--- config.mk ---
export PLATFORM = sky130hd
export DESIGN_NAME = stream_demux
export DESIGN_NICKNAME = d
export VERILOG_FILES = /design/src/rtl/stream_demux.sv
export SDC_FILE = /design/constraint.sdc
export NUM_CORES = 1
export LEC_CHECK = 0
export CORE_MARGIN = 2
export CORE_UTILIZATION = 30
export CTS_BUF_LIST = sky130_fd_sc_hd__clkbuf_4 sky130_fd_sc_hd__clkbuf_8
export DETAILED_ROUTE_END_ITERATION = 6
export PLACE_DENSITY = 0.53
export SLEW_MARGIN = 25
export SYNTH_ARGS = -nofsm -noshare
export SYNTH_HDL_FRONTEND = slang
export SYNTH_SLANG_ARGS = --single-unit
--- constraint.sdc ---
create_clock -name clk -period 6.8 [get_ports clk]
set_clock_uncertainty 0.1 [all_clocks]
set_input_delay 0.68 -clock clk [delete_from_list [all_inputs] [get_ports clk]]
set_output_delay 0.68 -clock clk [all_outputs]
set_load 0.05 [all_outputs]
--- src/rtl/stream_demux.sv ---
// stream_demux
// 1-to-2 stream router for datapath words. A word accepted on the
// valid/ready input is steered by in_select to port 0 (register file) or
// port 1 (load/store unit). Each port has its own 2-entry register FIFO.
// The FIFO gives full throughput. It also keeps out*_ready off the
// in_ready path.
//
// Ports:
//   clk, rst_n               system clock, synchronous active-low reset
//   in_valid/in_ready        input handshake
//   in_data, in_select       input word and its destination port
//   out0_valid/out0_ready    port 0 handshake, out0_data head word
//   out1_valid/out1_ready    port 1 handshake, out1_data head word
//   cnt0, cnt1               completed-transfer counters per port
//                            (present only when STREAM_DEMUX_CNT_EN is defined)
//
// Optional feature macro: STREAM_DEMUX_CNT_EN

module stream_demux #(
    parameter int WIDTH     = 64,
    parameter int CNT_WIDTH = 16
) (
    input  logic                 clk,
    input  logic                 rst_n,
    input  logic                 in_valid,
    output logic                 in_ready,
    input  logic [WIDTH-1:0]     in_data,
    input  logic                 in_select,
    output logic                 out0_valid,
    input  logic                 out0_ready,
    output logic [WIDTH-1:0]     out0_data,
    output logic                 out1_valid,
    input  logic                 out1_ready,
    output logic [WIDTH-1:0]     out1_data
`ifdef STREAM_DEMUX_CNT_EN
    ,
    output logic [CNT_WIDTH-1:0] cnt0,
    output logic [CNT_WIDTH-1:0] cnt1
`endif
);

    logic [1:0]       count  [2];
    logic             rd_ptr [2];
    logic             wr_ptr [2];
    logic [WIDTH-1:0] mem    [2][2];

    logic [1:0] push;
    logic [1:0] pop;
    logic [1:0] out_ready_v;
    logic       sel_full;

    assign out_ready_v = {out1_ready, out0_ready};

    // Depends only on the select bit and registered occupancy. The consumer
    // ready signals never reach in_ready combinationally.
    assign sel_full = in_select ? (count[1] == 2'd2) : (count[0] == 2'd2);
    assign in_ready = rst_n & ~sel_full;

    always_comb begin
        push    = '0;
        pop     = '0;
        push[0] = in_valid & in_ready & ~in_select;
        push[1] = in_valid & in_ready &  in_select;
        pop[0]  = (count[0] != 2'd0) & out_ready_v[0];
        pop[1]  = (count[1] != 2'd0) & out_ready_v[1];
    end

    assign out0_valid = (count[0] != 2'd0);
    assign out1_valid = (count[1] != 2'd0);
    assign out0_data  = mem[0][rd_ptr[0]];
    assign out1_data  = mem[1][rd_ptr[1]];

    always_ff @(posedge clk) begin
        if (!rst_n) begin
            for (int p = 0; p < 2; p++) begin
                count[p]  <= 2'd0;
                rd_ptr[p] <= 1'b0;
                wr_ptr[p] <= 1'b0;
                // Storage is cleared so both data outputs read 0 after reset.
                mem[p][0] <= '0;
                mem[p][1] <= '0;
            end
        end else begin
            for (int p = 0; p < 2; p++) begin
                if (push[p]) begin
                    mem[p][wr_ptr[p]] <= in_data;
                    wr_ptr[p]         <= ~wr_ptr[p];
                end
                if (pop[p]) begin
                    rd_ptr[p] <= ~rd_ptr[p];
                end
                // A push and a pop in the same cycle leave occupancy unchanged.
                case ({push[p], pop[p]})
                    2'b10:   count[p] <= count[p] + 2'd1;
                    2'b01:   count[p] <= count[p] - 2'd1;
                    default: count[p] <= count[p];
                endcase
            end
        end
    end

`ifdef STREAM_DEMUX_CNT_EN
    logic [CNT_WIDTH-1:0] xfer_cnt [2];

    // Counts completed output transfers. The count wraps naturally at
    // 2^CNT_WIDTH.
    always_ff @(posedge clk) begin
        if (!rst_n) begin
            xfer_cnt[0] <= '0;
            xfer_cnt[1] <= '0;
        end else begin
            for (int p = 0; p < 2; p++) begin
                if (pop[p]) begin
                    xfer_cnt[p] <= xfer_cnt[p] + 1'b1;
                end
            end
        end
    end

    assign cnt0 = xfer_cnt[0];
    assign cnt1 = xfer_cnt[1];
`else
    // CNT_WIDTH only sizes the optional counters.
    logic unused_cnt_width;
    assign unused_cnt_width = ^CNT_WIDTH;
`endif

endmodule

==> results.yml <==
power_and_ir_drop:
  p_leak_nw: 5.588
  power_density_nw_per_um2: 282.0
  p_switching_mw: 1.233
  peakVddDrop_v: 0.0001091
  p_int_mw: 3.012
  p_sw_share_pct: 29.04
  power_frac_seq_pct: 45.2
  pwr-share-comb_pct: 21.1
  clock_power_share_pct: 33.7
flow_run:
  cap_violations: 0
yosys:
  yosysSeqAreaShare_pct: 68.01
  synth_warnings: 0
  netlist.area_leader.share_pct: 68.01
  yosys-top-cells-area: "edfxtp_1, and2_1, mux2_2"
  syn_area_um2: 11660
  synth_flop_cell: "edfxtp_1"
  async_flop_share_pct: 0
  synthesis.nets: 826
  synth.largest_area_cell: "edfxtp_1"
  synth_cells: 751
  synth-seq-cells: 264
  syn_avg_cell_area_um2: 15.52
  ys_types: 28
  synth_edf_count: 264
outcome:
  status: "finished clean"
timing:
  relSlewSlack_pct: 46.90
  final.setup.tns_ns: 0
  setup_viol: 0
  rsz0062_at_grt: "false"
  hold_viol: 0
  drv_slew: 0
  tightest_slew_ns: 0.7936
  fin_crit_sh_pct: 53.16
  max_clock_freq_mhz: 276.6
  final.min_clock_period_ns: 3.615
worst_setup_path:
  crit_required_ns: 6.02
  worstPathMaxFanout: 17
  worst_setup_path_start_kind: "input port"
  crit_type: "in -> out"
  cp-end-kind: "primary output"
  worstPathArrival_ns: 2.84
clock_tree:
  postCtsSetupRepairBufs: 0
  cts.sinks: 264
  ctsHoldBuffers: 0
  cts_made_buffers: 48
  cts_buffer_depth: 3
  cts_tree: "built"
  htree_levels: 2
  clockRootBuffer: "clkbuf_8"
  clk_latency_ns: 0.59
  postCtsResizedCells: 0
  path_clk_slew_ns: 0.05
drt:
  via_count: 6594
  wl_um: 27730
  vias_per_cell: 4.341
  wl_per_cell_um: 18.25
  drt-initial-drc-count: 281
  remaining_drc_errors: 0
  firstDrtPassIters: 4
  antenna_left: 0
placement:
  portBuffers: 200
  hpwlAfterDp_um: 15900
  place.gp.congestion: 0.7349
  dp_cells: 1437
cells_and_area:
  seqCellArea_um2: 7928
  num-nets-final: 1045
  final-instance-count-excl-fill: 1519
  syn2layout_area_growth_pct: 29.14
  drive_gt1_share_pct: 22.22
  fillers: 3643
  multiInputGateArea_um2: 3412
die:
  core_um2: 38470
  initial_utilization_pct: 30.30
  die_area_um2: 40450
  die_x_um: 201.1
  io_pins: 201
  die_y_um: 201.1
  rows: 72
grt:
  grt_pass1_vias: 7182
  antenna_found_initial: 0
  overflow: 0
  grt_max_degree: 66
  grt_first_pass_wirelength_um: 42390
  grt_usage_pct: 13.83
min_path:
  worstHoldPathType: "reg -> reg"
## Yosys cell counts, types with 2 or more instances
cell / instances
and4_1: 2
buf_6: 17
edfxtp_1: 264
nand2b_1: 4
and4b_1: 2
clkbuf_1: 3
inv_1: 9
nand3_1: 2
buf_4: 3
mux2_2: 128
nand2_1: 8
and2_1: 257
o21ai_0: 6
and3_1: 2
clkbuf_2: 2
nor2_1: 8
nor3_1: 2
buf_2: 18
ha_1: 5
## registers in the layout (all words and copies together), names as in the netlist
signal  count
wr_ptr      2
rd_ptr      2
count       4
mem       256
## through the flow
| stage | hold slack (ns) | cell area, µm² | setup WS (ns) | power, mW | utilization [%] |
|---|---|---|---|---|---|
| detailed placement | 0.5265 | 14130 | 2.520 | 2.857 | 36.74 |
| global route | 0.5775 | 15050 | 3.063 | 4.426 | 39.12 |
| global placement | 0.5041 | 14090 | 2.549 | 2.851 | 36.63 |
| floorplan | 0.4610 | 11660 | 0.5612 | 2.539 | - |
| CTS | 0.5319 | 15020 | 3.083 | 4.317 | 39.04 |
| finish | 0.5373 | 15050 | 3.185 | 4.245 | 39.13 |
## logic make-up (layout without fill, tap and decap cells)
logic type	count (synthesis)	count (layout)	synth area share (%)
flops	264	264	68.01
other cells	0	2	0
mux	128	128	12.37
buf+inv	52	300	3.081
compound gates	9	9	0.4724
simple gates	292	292	15.46
xor+xnor	1	1	0.07515
fa+ha+maj	5	5	0.5367
## power groups by stage
stage	clock network, mW	registers [mW]	logic (mW)
4_1_cts	1.49	1.92	0.910
3_3_place_gp	0	1.95	0.902
5_1_grt	1.56	1.93	0.943
3_5_place_dp	0	1.95	0.905
6_report	1.43	1.92	0.897
2_1_floorplan	0	1.95	0.587
## path summary, 6_finish.rpt
path	slack [ns]	to	startpoint	depth (start not counted)
worst max-delay path	3.18	in_ready	rst_n	4
worst min-delay path	0.54	count[0][0]	count[0][0]	1
worst max register to register	4.00	mem[0][122]	count[0][0]	5
worst min register to register	0.54	count[0][0]	count[0][0]	1
## placed cells by master, fill, tap and decap left out, drive strengths merged, types with 5 or more instances in the layout
master and instances:
buf 12, clkdlybuf4s50 200, nor2 8, nand2 8, and2 257, o21ai 6, edfxtp 264, inv 9
ha 5, mux2 128, clkinv 11, clkbuf 67
## critical path, stage by stage
cell	delay, ns
clkdlybuf4s50_1	0.97
o211ai_1	0.27
inv_1	0.11
clkdlybuf4s50_1	0.81
## metal layers
| layer | wire [µm] | vias up | track usage, % | part of all wire [%] |
|---|---|---|---|---|
| li1 | - | 3111 | - | - |
| met1 | 12350 | 3261 | 17.76 | 45 |
| met2 | 13290 | 176 | 22.83 | 48 |
| met3 | 1440 | 46 | 3.304 | 5.2 |
| met4 | 637 | 0 | 4.947 | 2.3 |
| met5 | 0 | - | 0 | 0 |
## cell type report
type / count / share of cell area (%)
clock buffer: 67 / 5.378
timing repair buffer: 212 / 14.22
tap: 518 / 4.306
antenna: 2 / 0.03325
clock inverter: 12 / 0.5070
sequential: 264 / 52.66
inverter: 9 / 0.2244
multi-input combinational: 435 / 22.67
Power figures use the tool's default switching activity.
